### src/rtl/riscv_pkg.sv
// Shared RV32I definitions: opcode encodings, immediate formats, the decoded
// control bundle and the register-operand select helper.
package riscv_pkg;

  localparam int XLEN = 32;

  localparam logic [6:0] OP_R      = 7'b0110011;
  localparam logic [6:0] OP_IMM    = 7'b0010011;
  localparam logic [6:0] OP_LOAD   = 7'b0000011;
  localparam logic [6:0] OP_STORE  = 7'b0100011;
  localparam logic [6:0] OP_BRANCH = 7'b1100011;
  localparam logic [6:0] OP_JAL    = 7'b1101111;
  localparam logic [6:0] OP_JALR   = 7'b1100111;
  localparam logic [6:0] OP_LUI    = 7'b0110111;
  localparam logic [6:0] OP_AUIPC  = 7'b0010111;

  typedef enum logic [2:0] {
    IMM_I    = 3'd0,
    IMM_S    = 3'd1,
    IMM_B    = 3'd2,
    IMM_U    = 3'd3,
    IMM_J    = 3'd4,
    IMM_NONE = 3'd5
  } imm_fmt_t;

  typedef struct packed {
    logic reg_write;
    logic mem_read;
    logic mem_write;
    logic branch;
    logic jal;
    logic jalr;
    logic alu_src;
    logic illegal;
  } ctrl_t;

  // x0 reads as zero; a same-cycle write-back to the source wins over the
  // register file, which only sees the write after this edge.
  function automatic logic [31:0] sel_operand(
    input logic [4:0]  rs,
    input logic [31:0] rf,
    input logic        wb_en,
    input logic [4:0]  wb_rd,
    input logic [31:0] wb_data
  );
    if (rs == 5'd0) begin
      return 32'd0;
    end else if (wb_en && (wb_rd == rs)) begin
      return wb_data;
    end else begin
      return rf;
    end
  endfunction

endpackage

### src/rtl/imm_gen.sv
// Immediate generator: builds the sign-extended 32-bit immediate for the
// given format. Purely combinational; shared with fetch branch prediction.
// Ports:
//   instr  in  [31:7] instruction word (opcode bits are not needed)
//   fmt    in  immediate format selector
//   imm    out 32-bit sign-extended immediate (0 for IMM_NONE)
module imm_gen
  import riscv_pkg::*;
(
  input  logic [31:7] instr,
  input  imm_fmt_t    fmt,
  output logic [31:0] imm
);

  // Format-dependent bit scatter and sign extension.
  always_comb begin
    imm = 32'd0;
    case (fmt)
      IMM_I:    imm = {{20{instr[31]}}, instr[31:20]};
      IMM_S:    imm = {{20{instr[31]}}, instr[31:25], instr[11:7]};
      IMM_B:    imm = {{19{instr[31]}}, instr[31], instr[7], instr[30:25], instr[11:8], 1'b0};
      IMM_U:    imm = {instr[31:12], 12'd0};
      IMM_J:    imm = {{11{instr[31]}}, instr[31], instr[19:12], instr[20], instr[30:21], 1'b0};
      IMM_NONE: imm = 32'd0;
      default:  imm = 32'd0;
    endcase
  end

endmodule

### src/rtl/decode_stage.sv
// RV32I decode stage: drives register-file read addresses, bypasses the
// same-cycle write-back, detects load-use hazards and registers operands,
// immediate and control bits into the ID/EX pipeline register.
// Ports:
//   clk, rst                 clock, synchronous active-low reset
//   in_valid/in_ready        fetch handshake; in_pc, in_instr payload
//   rf_rs1/rf_rs2            register-file read addresses (combinational)
//   rf_data1/rf_data2        register-file read data
//   wb_en/wb_rd/wb_data      write-back port, bypassed into operands
//   flush                    kill ID/EX and the incoming instruction
//   out_valid/out_ready      execute handshake
//   out_*                    registered ID/EX payload and control bits
module decode_stage
  import riscv_pkg::*;
#(
  parameter int XLEN = 32
) (
  input  logic            clk,
  input  logic            rst,
  input  logic            in_valid,
  output logic            in_ready,
  input  logic [XLEN-1:0] in_pc,
  input  logic [31:0]     in_instr,
  output logic [4:0]      rf_rs1,
  output logic [4:0]      rf_rs2,
  input  logic [XLEN-1:0] rf_data1,
  input  logic [XLEN-1:0] rf_data2,
  input  logic            wb_en,
  input  logic [4:0]      wb_rd,
  input  logic [XLEN-1:0] wb_data,
  input  logic            flush,
  output logic            out_valid,
  input  logic            out_ready,
  output logic [XLEN-1:0] out_pc,
  output logic [XLEN-1:0] out_rs1_val,
  output logic [XLEN-1:0] out_rs2_val,
  output logic [XLEN-1:0] out_imm,
  output logic [4:0]      out_rd,
  output logic [2:0]      out_funct3,
  output logic            out_funct7b5,
  output logic            out_reg_write,
  output logic            out_mem_read,
  output logic            out_mem_write,
  output logic            out_branch,
  output logic            out_jal,
  output logic            out_jalr,
  output logic            out_alu_src,
  output logic            out_illegal
);

  ctrl_t       ctrl_s;
  imm_fmt_t    fmt_s;
  logic        use_rs1_s;
  logic        use_rs2_s;
  logic [31:0] imm_s;
  logic [31:0] rs1_val_s;
  logic [31:0] rs2_val_s;
  logic        stall_s;
  logic        ready_s;

  assign rf_rs1 = in_instr[19:15];
  assign rf_rs2 = in_instr[24:20];

  // Opcode decode: control bits, immediate format and which sources are read.
  always_comb begin
    ctrl_s    = ctrl_t'(8'h00);
    fmt_s     = IMM_NONE;
    use_rs1_s = 1'b0;
    use_rs2_s = 1'b0;
    case (in_instr[6:0])
      OP_R: begin
        ctrl_s.reg_write = 1'b1;
        use_rs1_s = 1'b1;
        use_rs2_s = 1'b1;
      end
      OP_IMM: begin
        ctrl_s.reg_write = 1'b1;
        ctrl_s.alu_src   = 1'b1;
        fmt_s     = IMM_I;
        use_rs1_s = 1'b1;
      end
      OP_LOAD: begin
        ctrl_s.reg_write = 1'b1;
        ctrl_s.mem_read  = 1'b1;
        ctrl_s.alu_src   = 1'b1;
        fmt_s     = IMM_I;
        use_rs1_s = 1'b1;
      end
      OP_STORE: begin
        ctrl_s.mem_write = 1'b1;
        ctrl_s.alu_src   = 1'b1;
        fmt_s     = IMM_S;
        use_rs1_s = 1'b1;
        use_rs2_s = 1'b1;
      end
      OP_BRANCH: begin
        ctrl_s.branch = 1'b1;
        fmt_s     = IMM_B;
        use_rs1_s = 1'b1;
        use_rs2_s = 1'b1;
      end
      OP_JAL: begin
        ctrl_s.reg_write = 1'b1;
        ctrl_s.jal       = 1'b1;
        fmt_s = IMM_J;
      end
      OP_JALR: begin
        ctrl_s.reg_write = 1'b1;
        ctrl_s.jalr      = 1'b1;
        ctrl_s.alu_src   = 1'b1;
        fmt_s     = IMM_I;
        use_rs1_s = 1'b1;
      end
      OP_LUI, OP_AUIPC: begin
        ctrl_s.reg_write = 1'b1;
        ctrl_s.alu_src   = 1'b1;
        fmt_s = IMM_U;
      end
      default: begin
        ctrl_s.illegal = 1'b1;
      end
    endcase
  end

  imm_gen u_imm_gen (
    .instr (in_instr[31:7]),
    .fmt   (fmt_s),
    .imm   (imm_s)
  );

  assign rs1_val_s = sel_operand(rf_rs1, rf_data1, wb_en, wb_rd, wb_data);
  assign rs2_val_s = sel_operand(rf_rs2, rf_data2, wb_en, wb_rd, wb_data);

  // A load in ID/EX whose result is needed now cannot be forwarded in time by
  // execute, so hold the consumer for one cycle. Unused source fields are
  // ignored so that e.g. an immediate field never fakes a dependency.
  assign stall_s = out_valid && out_mem_read && (out_rd != 5'd0) &&
                   ((use_rs1_s && (out_rd == rf_rs1)) ||
                    (use_rs2_s && (out_rd == rf_rs2)));

  // Flush consumes the incoming instruction unconditionally.
  assign ready_s  = rst && (flush || ((!out_valid || out_ready) && !stall_s));
  assign in_ready = ready_s;

  // ID/EX register: reset > flush > stall bubble > capture > hold.
  always_ff @(posedge clk) begin
    if (!rst) begin
      out_valid     <= 1'b0;
      out_pc        <= 32'd0;
      out_rs1_val   <= 32'd0;
      out_rs2_val   <= 32'd0;
      out_imm       <= 32'd0;
      out_rd        <= 5'd0;
      out_funct3    <= 3'd0;
      out_funct7b5  <= 1'b0;
      out_reg_write <= 1'b0;
      out_mem_read  <= 1'b0;
      out_mem_write <= 1'b0;
      out_branch    <= 1'b0;
      out_jal       <= 1'b0;
      out_jalr      <= 1'b0;
      out_alu_src   <= 1'b0;
      out_illegal   <= 1'b0;
    end else if (flush) begin
      out_valid <= 1'b0;
    end else if (stall_s) begin
      if (out_ready) begin
        out_valid <= 1'b0;
      end
    end else if (in_valid && ready_s) begin
      out_valid     <= 1'b1;
      out_pc        <= in_pc;
      out_rs1_val   <= rs1_val_s;
      out_rs2_val   <= rs2_val_s;
      out_imm       <= imm_s;
      out_rd        <= ctrl_s.reg_write ? in_instr[11:7] : 5'd0;
      out_funct3    <= in_instr[14:12];
      out_funct7b5  <= in_instr[30];
      out_reg_write <= ctrl_s.reg_write;
      out_mem_read  <= ctrl_s.mem_read;
      out_mem_write <= ctrl_s.mem_write;
      out_branch    <= ctrl_s.branch;
      out_jal       <= ctrl_s.jal;
      out_jalr      <= ctrl_s.jalr;
      out_alu_src   <= ctrl_s.alu_src;
      out_illegal   <= ctrl_s.illegal;
    end else if (!out_valid || out_ready) begin
      out_valid <= 1'b0;
    end
  end

endmodule
### config.mk
export PLATFORM = sky130hd
export DESIGN_NAME = decode_stage
export DESIGN_NICKNAME = d
export VERILOG_FILES = /design/src/rtl/riscv_pkg.sv /design/src/rtl/imm_gen.sv /design/src/rtl/decode_stage.sv
export SDC_FILE = /design/constraint.sdc
export NUM_CORES = 1
export LEC_CHECK = 0
export ABC_CLOCK_PERIOD_IN_PS = 1700
export CAP_MARGIN = 20
export CORE_AREA = 2 2 173 175
export CTS_CLUSTER_DIAMETER = 60
export DETAILED_ROUTE_END_ITERATION = 6
export DIE_AREA = 0 0 175 177
export GPL_TIMING_DRIVEN = 0
export PLACE_DENSITY_LB_ADDON = 0.1
export SETUP_SLACK_MARGIN = 0.5
export SLEW_MARGIN = 10
export SYNTH_ARGS = -nofsm -noshare
export SYNTH_HDL_FRONTEND = slang
export SYNTH_HIERARCHICAL = 1
export SYNTH_SLANG_ARGS = --single-unit
### constraint.sdc
create_clock -name clk -period 1.7 [get_ports clk]
set_input_delay 0.17 -clock clk [delete_from_list [all_inputs] [get_ports clk]]
set_output_delay 0.17 -clock clk [all_outputs]
set_load 0.03 [all_outputs]
* Yosys cells after proc, flatten, opt, wreduce, memory -nomap -nowiden *
Index checks and enable logic that the tools add are counted.

word-level totals
  latch bits = 0
  logic and storage cells = 88
  ROM bits = 0
  memories kept = 0
  bits in writable memories = 0
  bits in registers = 146

cells by class
  multiplexer cells = 21
  reduce and logical (&&, ||, !) cells = 30
  shift-type cells = 0
  add/subtract/negate cells = 0
  magnitude comparators = 0
  equality and inequality tests = 18
  bitwise gates (word level) = 3
  divide/modulo/power cells = 0
  multipliers = 0

operators with widths
  kind                number
  $pmux 32 s5         1
  $mux 32             4
  $eq 7x6->1 const B  3
  $eq 7x7->1 const B  3
  $eq 5x5->1          4
  $pmux 3 s5          1
  $eq 7x5->1 const B  2
  $mux 1              14
  $reduce_or 6->1     2
  $logic_and 1x1->1   10
  $logic_not 5->1     2
  $reduce_or 9->1     1
  $eq 7x2->1 const B  1
  $reduce_or 7->1     1
  $eq 3x2->1 const B  2
  $reduce_or 3->1     2
  $mux 5              1
  $reduce_bool 5->1   1
  $reduce_or 2->1     2
  $eq 3x1->1 const B  1
  $eq 3x3->1 const B  1
  $logic_not 3->1     1
  $logic_or 1x1->1    3
  $not 1->1           3
  other kinds (5)     6

* Longest topological paths before layout *
  depth in word-level cells = 13
  mapped depth = 12
  gate-level depth less buffers = 9

* By module *
The synthesis kept the hierarchy.

modules (own cells, without submodules)
  module        times used  area an instance (sq um)  cells an instance
  decode_stage  1           6,665.1                   745
  imm_gen       1           540.5                     94

* Worst setup path after synthesis *
No wires, ideal clock.

  kind = reg2out
  start = reg out_rd[4]
  end = out in_ready
  arrival time = 1.946 ns
  required time = 1.530 ns
  setup slack = -0.416 ns
  stages on the path, launching flop included = 7
  cells stage by stage = dfxtp_1 or3_1 o311a_1 o21ai_2 buf_4 a21oi_1 nor2b_1

on the way
  word-level cells in the longest chain between the ends = 8

ends and longest elaborated chain
  item                                  line                                      source
  start: declaration                    decode_stage.sv:38                        output logic [4:0] out_rd,
  start signal: assignment              decode_stage.sv:176                       out_rd <= ctrl_s.reg_write ? in_instr[11:7] : 5'd0;
  $eq 5x5->1 (on tied branches)         decode_stage.sv:138, decode_stage.sv:139
  $logic_and 1x1->1 (on tied branches)  decode_stage.sv:138, decode_stage.sv:139
  $logic_or 1x1->1                      decode_stage.sv:138                       ((use_rs1_s && (out_rd == rf_rs1)) ||
  $logic_and 1x1->1 (*)                 decode_stage.sv:137                       assign stall_s = out_valid && out_mem_read && (out_rd != 5'd0) &&
  $logic_not 1->1 (*)                   decode_stage.sv:142                       assign ready_s = rst && (flush || ((!out_valid || out_ready) && !stall_s));
  $logic_and 1x1->1 (*)                 decode_stage.sv:142
  $logic_or 1x1->1 (*)                  decode_stage.sv:142
  $logic_and 1x1->1 (*)                 decode_stage.sv:142
  end: declaration                      decode_stage.sv:21                        output logic in_ready,

Every way passes the cells marked *; elsewhere a longest branch is shown, timed or not.

* Worst setup path in the final report *
Ends and elaborated chain as after synthesis.

==> flow_summary_export.csv <==
group,metric,value,unit
worst_hold_path,min_path_cells,2,
drt,drc_errors,0,
placed_design,place_inst,1554,
synth,synthCells,839,
drt,met1_length,14.1,mm
worst_hold_path,min_to,"out_mem_read$_SDFFE_PN0P_",
clock_tree,cts_tree,"yes",
sta,setup_violations,147,
synth,syn-num-nets,1010,
global_routing,grt.total_usage,20.4,%
synth,ys.flop_type,"dfxtp_1",
sta,worstMarginPinSlew,644,ps
critical_path,reg2reg_slack,-510,ps
finish,drive_gt1_share,36.1,%
critical_path,rr_endpoint,"out_rs1_val[2]$_SDFFE_PN0P_",
finish,fillers,2903,
synth,yosysUniqueCellTypes,49,
sta,fin_tns_setup,-63950,ps
critical_path,cp-end-kind,"output pin",
floorplan,start_util,24.6,%
clock_tree,cts_root_buffer,"clkbuf_16",
clock_tree,clk_latency,430,ps
floorplan,rows,63,
placed_design,placed_cell_area,0.0112,mm2
critical_path,r2r_cells,8,
sta,layout_setup_ws,-516,ps
sta,finalCritPeriodShare,130,%
synth,synth_top_family_by_area,"simple AND/OR/NAND/NOR gates",
power_and_ir_drop,internal-power,6.61,mW
clock_tree,cts_htree_levels,4,
synth,syn-cell-area,0.00721,mm2
floorplan,ioPinCount,328,
placed_design,dp_hpwl,24.0,mm
floorplan,die_x,175,um
global_routing,grt_pass1_vias,8042,
flow_run,max_cap_viol_count,0,
synth,synth_simple_gate_area_share,21.1,%
floorplan,dieArea,0.0310,mm2
sta,drv_slew,0,
clock_tree,cts_inserted_buffers,17,
critical_path,cp.arrival,2050,ps
global_routing,grt-ovfl-total,0,
placed_design,port_buffers,325,
drt,drtPass1Iterations,5,
synth,seq_area_frac_synth,40.6,%
sta,skew,13.6,ps
sta,fmax,451,MHz
synth,ys_ff_latch,146,
critical_path,cp.required,1530,ps
sta,min_period,2220,ps
synth,syn_area_per_cell,8.59,um2
critical_path,critPathMaxFanout,4,
global_routing,grt_antenna_before_repair,4,
drt,ant_nets,0,
drt,drtIter0Drc,323,
power_and_ir_drop,power_frac_seq,37.9,%
status,violations,"negative setup slack",
global_routing,grt_pass1_wl,48.5,mm
power_and_ir_drop,p_leak,4.98,nW
synth,async_flop_share,0,%
synth,ys_warn_count,6,
power_and_ir_drop,p_clk_share,42.8,%
clock_tree,clock_sinks,146,
finish,multi_input_area,0.00491,mm2
power_and_ir_drop,power_frac_comb,19.2,%
synth,muxShareOfSynthArea,10.3,%
placed_design,place.gp.congestion,0.802,
critical_path,r2r_start,"out_rd[4]$_SDFFE_PN0P_",
sta,hold_violations,0,
status,outcome,"finished with violations",
power_and_ir_drop,p_sw_share,30.0,%
power_and_ir_drop,switchingPower,2.84,mW
worst_hold_path,hold_path.class,"input pin to register",
drt,routed.top_layer,"met5",
sta,slew_headroom,57.1,%
finish,fin_nets,1396,
floorplan,die_height,177,um
synth,synth_fa_ha_area_share,0.156,%
synth,synth-edff-count,0,
power_and_ir_drop,power_density,708,mW/mm2
drt,viasPerCell,4.81,
floorplan,core-area,0.0292,mm2
drt,post_drt_wl_per_cell,20.3,um
finish,stdcell_area,0.0133,mm2
drt,dr_wl_met2,16.7,mm
synth,synthXorXnorAreaFrac,2.43,%
sta,fin_hold_ws,44.3,ps
worst_hold_path,hp-start,"in_instr[2]",
drt,routed_wl,33.1,mm
drt,wl_met3,1.92,mm
critical_path,crit_path_start_kind,"register",
clock_tree,clockBufferDepth,2,
critical_path,worstSetupPathType,"register to output pin",
finish,instances_no_fill,1630,
synth,synth_compound_area_share,17.5,%
global_routing,grt_start_max_net_pins,17,
finish,area_growth,85.1,%
power_and_ir_drop,irDropWorstVdd,0.593,mV
drt,num_vias,7845,
power_and_ir_drop,total_power,9.44,mW
finish,area.sequential,0.00294,mm2
sta,rsz0062_at_grt,"true",
clock_tree,cts.clk_slew.worst_paths,70,ps
==> through the flow <==
stage,setup slack (ps),utilization (%)
floorplan,-191,-
global placement,-1700,38.2
detailed placement,-1710,38.2
CTS,-518,42.8
global route,-577,45.6
finish,-516,45.6
==> critical path, stage by stage, from the launching register on <==
cell     delay, ps
dfxtp_4        360
or3_1          370
o311a_1        350
o21ai_4        100
buf_8          130
a21oi_4         40
nor2b_2        120
buf_6          140
==> per-layer routing <==
metal	global-route usage [%]	vias to the layer above
met5	0	-
met2	36.0	254
li1	-	3842
met3	5.61	34
met4	4.58	4
met1	24.7	3711
==> registers in the layout (all words and copies together) (netlist names), 3 cells and up <==
name / flops
out_rd: 5
out_funct3: 3
out_pc: 32
out_imm: 32
out_rs1_val: 32
out_rs2_val: 32
==> worst max path at each step <==
stage | from | end | slack (ps) | cells after the start
floorplan | out_rd[4]$_SDFFE_PN0P_ | out_rs2_val[21]$_SDFFE_PN0P_ | -190 | 7
global placement | rst | in_ready | -1700 | 6
detailed placement | rst | in_ready | -1710 | 6
CTS | out_rd[4]$_SDFFE_PN0P_ | in_ready | -520 | 7
global route | out_rd[4]$_SDFFE_PN0P_ | in_ready | -580 | 7
finish | out_rd[4]$_SDFFE_PN0P_ | in_ready | -520 | 7
==> layout by cell type (no fill, tap or decap), types with 18 or more instances in the layout <==
cell and n:
clkbuf_16 29, nand3_1 75, clkbuf_1 22, dfxtp_1 140, nor4_4 46, nor4_2 19
buf_2 56, buf_4 30, o21ai_2 63, mux2i_1 57, clkdlybuf4s50_1 196, clkbuf_2 61
a31o_1 50, nand2_1 104, a21oi_1 18
==> synthesized netlist by cell type, types with 2 or more instances <==
master	number	share of area [%]
dfxtp_1	146	41
nand2_1	105	5.5
nand3_1	76	5.3
mux2i_1	70	9.7
nor4_1	67	5.8
clkbuf_1	56	2.9
a31o_1	50	6.1
o21ai_1	42	2.9
o21ai_0	39	2.7
a21oi_1	19	1.3
buf_4	16	1.7
buf_2	15	1.0
a31o_2	14	1.7
xor2_1	13	1.6
o22ai_1	12	1.0
buf_6	11	1.7
nor2b_1	10	0.87
inv_1	7	0.36
nand4_1	7	0.61
xnor2_1	7	0.85
nand2b_1	6	0.52
nor2_1	5	0.26
o211ai_1	5	0.52
and3_1	4	0.35
mux2_2	4	0.63
and2b_1	3	0.31
buf_1	3	0.16
a31oi_1	2	0.17
and2_1	2	0.17
and3b_1	2	0.24
nand3b_1	2	0.21
or4_1	2	0.21
==> final cells by class <==
cell class	count	share of cell area, %
tap	390	3.66
antenna	2	0.0375
sequential	146	22.0
buffer	101	6.47
timing repair buffer	367	26.2
clock buffer	17	3.19
clock inverter	15	1.38
multi-input combinational	585	36.8
inverter	7	0.197
==> logic make-up after synthesis <==
family,Yosys count
buf+inv,108
xor+xnor,20
compound gates,192
flops,146
mux,74
simple gates,298
fa+ha+maj,1
==> power by group through the flow <==
stage	clock [mW]	sequential, mW	combinational, mW
floorplan	0	3.88	0.509
global placement	0	3.66	1.61
detailed placement	0	3.67	1.61
CTS	4.17	3.58	1.73
global route	4.31	3.60	1.93
finish	4.04	3.58	1.82
==> timing repair <==
action | CTS | global route
endpoints found under the setup margin | 303 | 271
hold buffers | 0 | 0
pin swaps | 63 | 45
endpoints found under the hold margin | 0 | 0
buffers inserted | 19 | 7
resized for setup | 470 | 290
gates cloned | 7 | 9
Power figures use the tool's default switching activity.
